--- src/rtl/seq_mag_comp.sv ---
// seq_mag_comp: sequential magnitude comparator working DIGIT bits per cycle,
// most significant slice first, with optional two's-complement ordering.
// Optional feature macro: COMP_EARLY_EXIT_EN
//   defined   -> result is written at the first differing slice (1..NDIG cycles)
//   undefined -> every comparison runs all NDIG slices (fixed latency)
// Both builds produce identical equal/greater/lower values for the same inputs.
module seq_mag_comp #(
    parameter int WIDTH = 16,
    parameter int DIGIT = 4
) (
    input  logic             clk,
    input  logic             rst,
    input  logic             start,
    input  logic             signed_mode,
    input  logic [WIDTH-1:0] a,
    input  logic [WIDTH-1:0] b,
    output logic             ready,
    output logic             done,
    output logic             equal,
    output logic             greater,
    output logic             lower
);

    localparam int NDIG = WIDTH / DIGIT;
    localparam int IDXW = (NDIG > 1) ? $clog2(NDIG) : 1;
    localparam logic [IDXW-1:0] LAST_IDX = IDXW'(NDIG - 1);

    typedef enum logic [1:0] {
        IDLE,
        CMP,
        DONE
    } state_t;

    state_t           r_state;
    logic [WIDTH-1:0] r_opA;
    logic [WIDTH-1:0] r_opB;
    logic [IDXW-1:0]  r_idx;

    logic [WIDTH-1:0] w_signMask;
    logic [DIGIT-1:0] w_sliceA;
    logic [DIGIT-1:0] w_sliceB;
    logic             w_sliceGt;
    logic             w_sliceLt;
    logic             w_lastSlice;

`ifndef COMP_EARLY_EXIT_EN
    logic             r_decided;
    logic             r_decidedGt;
`endif

    // Flipping the MSB of both operands maps two's-complement order onto
    // unsigned order, so the slice datapath never needs to know the mode.
    assign w_signMask = {signed_mode, {(WIDTH-1){1'b0}}};

    // The operands are shifted left after every slice, so the slice under
    // evaluation is always the top DIGIT bits of the working registers.
    assign w_sliceA    = r_opA[WIDTH-1 -: DIGIT];
    assign w_sliceB    = r_opB[WIDTH-1 -: DIGIT];
    assign w_sliceGt   = (w_sliceA > w_sliceB);
    assign w_sliceLt   = (w_sliceA < w_sliceB);
    assign w_lastSlice = (r_idx == '0);

    // Control FSM with registered ready/done/result outputs.
    always_ff @(posedge clk) begin
        if (rst) begin
            r_state <= IDLE;
            r_opA   <= '0;
            r_opB   <= '0;
            r_idx   <= '0;
            ready   <= 1'b1;
            done    <= 1'b0;
            equal   <= 1'b0;
            greater <= 1'b0;
            lower   <= 1'b0;
`ifndef COMP_EARLY_EXIT_EN
            r_decided   <= 1'b0;
            r_decidedGt <= 1'b0;
`endif
        end else begin
            case (r_state)
                IDLE: begin
                    done <= 1'b0;
                    if (start) begin
                        r_opA   <= a ^ w_signMask;
                        r_opB   <= b ^ w_signMask;
                        r_idx   <= LAST_IDX;
                        equal   <= 1'b0;
                        greater <= 1'b0;
                        lower   <= 1'b0;
                        ready   <= 1'b0;
`ifndef COMP_EARLY_EXIT_EN
                        r_decided   <= 1'b0;
                        r_decidedGt <= 1'b0;
`endif
                        r_state <= CMP;
                    end else begin
                        ready <= 1'b1;
                    end
                end

                CMP: begin
                    r_opA <= r_opA << DIGIT;
                    r_opB <= r_opB << DIGIT;
                    r_idx <= r_idx - IDXW'(1);
`ifdef COMP_EARLY_EXIT_EN
                    if (w_sliceGt || w_sliceLt) begin
                        greater <= w_sliceGt;
                        lower   <= w_sliceLt;
                        done    <= 1'b1;
                        r_state <= DONE;
                    end else if (w_lastSlice) begin
                        equal   <= 1'b1;
                        done    <= 1'b1;
                        r_state <= DONE;
                    end
`else
                    if (!r_decided && (w_sliceGt || w_sliceLt)) begin
                        r_decided   <= 1'b1;
                        r_decidedGt <= w_sliceGt;
                    end
                    if (w_lastSlice) begin
                        if (r_decided) begin
                            greater <= r_decidedGt;
                            lower   <= !r_decidedGt;
                        end else begin
                            greater <= w_sliceGt;
                            lower   <= w_sliceLt;
                            equal   <= !(w_sliceGt || w_sliceLt);
                        end
                        done    <= 1'b1;
                        r_state <= DONE;
                    end
`endif
                end

                DONE: begin
                    done    <= 1'b0;
                    ready   <= 1'b1;
                    r_state <= IDLE;
                end

                default: begin
                    done    <= 1'b0;
                    ready   <= 1'b1;
                    r_state <= IDLE;
                end
            endcase
        end
    end

endmodule

--- config.mk ---
export PLATFORM = sky130hd
export DESIGN_NAME = seq_mag_comp
export DESIGN_NICKNAME = d
export VERILOG_FILES = /design/src/rtl/seq_mag_comp.sv
export SDC_FILE = /design/constraint.sdc
export NUM_CORES = 1
export LEC_CHECK = 0
export BUFFER_PORTS_ARGS = -buffer_cell sky130_fd_sc_hd__clkbuf_2
export CORE_MARGIN = 5
export CORE_UTILIZATION = 49
export CTS_CLUSTER_DIAMETER = 60
export DETAILED_ROUTE_END_ITERATION = 10
export GPL_ROUTABILITY_DRIVEN = 0
export PLACE_DENSITY_LB_ADDON = 0.12
export SYNTH_ARGS = -nofsm -noshare
export SYNTH_HDL_FRONTEND = slang
export SYNTH_SLANG_ARGS = --single-unit
--- constraint.sdc ---
create_clock -name clk -period 1.5 [get_ports clk]
set_input_delay 0.3 -clock clk [delete_from_list [all_inputs] [get_ports clk]]
set_output_delay 0.3 -clock clk [all_outputs]
set_load 0.005 [all_outputs]
==> metrics.yaml <==
status:
  status: "finished clean"
global_routing:
  grt_overflow: 0
  grt.total_usage_pct: 16.8
  grt_pass1_wl_mm: 7.20
  grt_pass1_vias: 1593
  antenna_found_initial: 0
  grt_max_degree: 31
drt:
  wl_per_cell_um: 13.7
  first_pass_iters: 4
  ant_nets: 0
  remaining_drc_errors: 0
  wl_met3_um: 213
  wl_mm: 4.29
  num_vias: 1660
  highest_layer: "met4"
  met1Wirelength_mm: 2.07
  vias_per_cell: 5.32
  drt_iter0_drc: 71
  wl_met2_mm: 1.93
sta:
  fin_crit_sh_pct: 97.1
  setup_violations: 0
  grt_setup_unrepaired: "yes"
  setup_tns_ps: 0
  maxSlewViolCount: 0
  finalHoldViolations: 0
  maxSlewHeadroom_pct: 67.4
  final.setup.worst_slack_ps: 43.6
  min_period_ps: 1460
  worst_pin_slew_ps: 486
  fin_skew_ps: 6.52
  fmax_mhz: 687
logic_synthesis:
  synth_flop_cell: "dfxtp_1"
  synth.avg_cell_area_um2: 9.40
  synth_area_um2: 2020
  synth_edf_count: 0
  yosys_warnings: 0
  syn_nets: 256
  synthDistinctLibCells: 48
  synthArstFlopShare_pct: 0
  seq_area_frac_synth_pct: 42.6
  syn_inst: 215
  ys_ff_latch: 43
layout:
  fin_nets: 302
  diodes: 0
  area_growth_pct: 21.5
  final_cell_mix: "dfxtp_1 (40), clkbuf_2 (40), nor2_1 (37), a211oi_1 (23), mux2i_1 (22)"
  drive_gt1_share_pct: 28.2
  stdcell_count: 312
setup_path:
  path_class: "reg -> reg"
  worstSetupEndpointType: "register"
  cp.required_ps: 1750
  crit_path_start_kind: "register"
  crit_arrival_ps: 1700
  path_max_fanout: 2
  r2r_setup_slack_ps: 40
floorplanning:
  core_area_um2: 4000
  fp.dieW_um: 74.2
  die_h_um: 74.2
  ioPinCount: 41
  dieArea_um2: 5510
  row_count: 23
  floorplan.initialDensity_pct: 50.5
clock_tree:
  htree_levels: 2
  cts_hold_buf: 0
  cts.sinks: 43
  cts.clk_slew.worst_paths_ps: 80
  cts_root_buf: "clkbuf_8"
  clkLatencyLatePin_ps: 290
  clock_path_buffers: 2
  cts_tree: "yes"
  cts_made_buffers: 5
place:
  dp_hpwl_mm: 3.25
  pre_cts_slack_ps: -82.5
  port_buffers: 40
  post-place-cells: 304
pwr:
  ir_worst_vdd_v: 0.000912
  power_mw: 2.85
  power.density_nw_per_um2: 1160
  leakagePower_nw: 1.16
job:
  maxCapViolCount: 0
min_path:
  hp-class: "in -> reg"
[final timing paths]
path / from / depth (start not counted) / to
worst max-delay path: r_opB[13] / 7 / equal
worst min-delay path: a[2] / 3 / r_opA[2]
worst max register to register: r_opB[13] / 7 / equal
worst min register to register: r_decidedGt / 2 / greater
[per-stage QoR]
| step | utilization [%] | hold WS [ps] | instance area (µm²) |
|---|---|---|---|
| final | 61.4 | 242 | 2460 |
| after floorplan | - | 389 | 2020 |
| after detailed placement | 57.8 | 477 | 2310 |
| after global placement | 57.8 | 465 | 2310 |
| after CTS | 61.2 | 238 | 2450 |
| after global routing | 61.4 | 251 | 2460 |
[power by group]
| part | internal [mW] | switching (mW) |
|---|---|---|
| Clock | 0.496 | 0.398 |
| Combinational | 0.319 | 0.320 |
| Sequential | 1.25 | 0.0688 |
[layer usage]
metal / global-route usage (%) / vias to the layer above
met5: 0 / -
li1: - / 874
met1: 23.4 / 749
met3: 3.65 / 8
met2: 25.8 / 29
met4: 5.53 / 0
[logic make-up (layout without fill, tap and decap cells)]
logic type	Yosys count	in the layout	share of synthesized area [%]
and+or+nand+nor	64	64	15.5
xor gates and xnor gates	2	2	0.866
AOI/OAI and AO/OA	55	55	20.0
adders and majority gates	5	5	3.09
buffers and inverters	24	71	7.05
muxes	22	22	10.9
DFF	43	43	42.6
[state kept, by name, indices dropped and copies added (netlist names)]
signal,flops
ready,1
r_idx,2
r_opB,16
lower,1
done,1
greater,1
r_state,2
r_opA,16
r_decidedGt,1
equal,1
r_decided,1
[final cells by class]
cell class / count / area [µm²]
clock buffer: 5 / 68.8
clock inverter: 3 / 43.8
fill: 385 / 1540
inverter: 11 / 43.8
multi-input combinational: 148 / 1050
sequential: 43 / 865
tap: 50 / 62.6
timing repair buffer: 52 / 328
[cells in the mapped netlist (4+ instances only)]
library cell	instances	share of area, %
o21ai_0	4	0.99
mux2i_1	22	11
nor2_1	37	6.9
inv_1	10	1.9
a2bb2oi_1	4	1.7
dfxtp_1	43	43
a21oi_1	6	1.5
a22oi_1	4	1.5
a211oi_1	23	8.5
nor2b_1	7	2.2
ha_1	5	3.1
[critical path: stages, from the launching register on]
cell	delay, ps
dfxtp_2	330
inv_1	60
ha_4	260
buf_4	100
and4_4	220
o41ai_2	80
nor4_1	220
a31o_2	140
[what timing repair did]
item	in CTS	in global routing
endpoints found under the hold margin	0	0
endpoints found under the setup margin	2	12
buffers inserted	0	0
pin swaps	1	0
gates resized for setup	4	3
No activity file was read; power rests on OpenSTA's default activity.
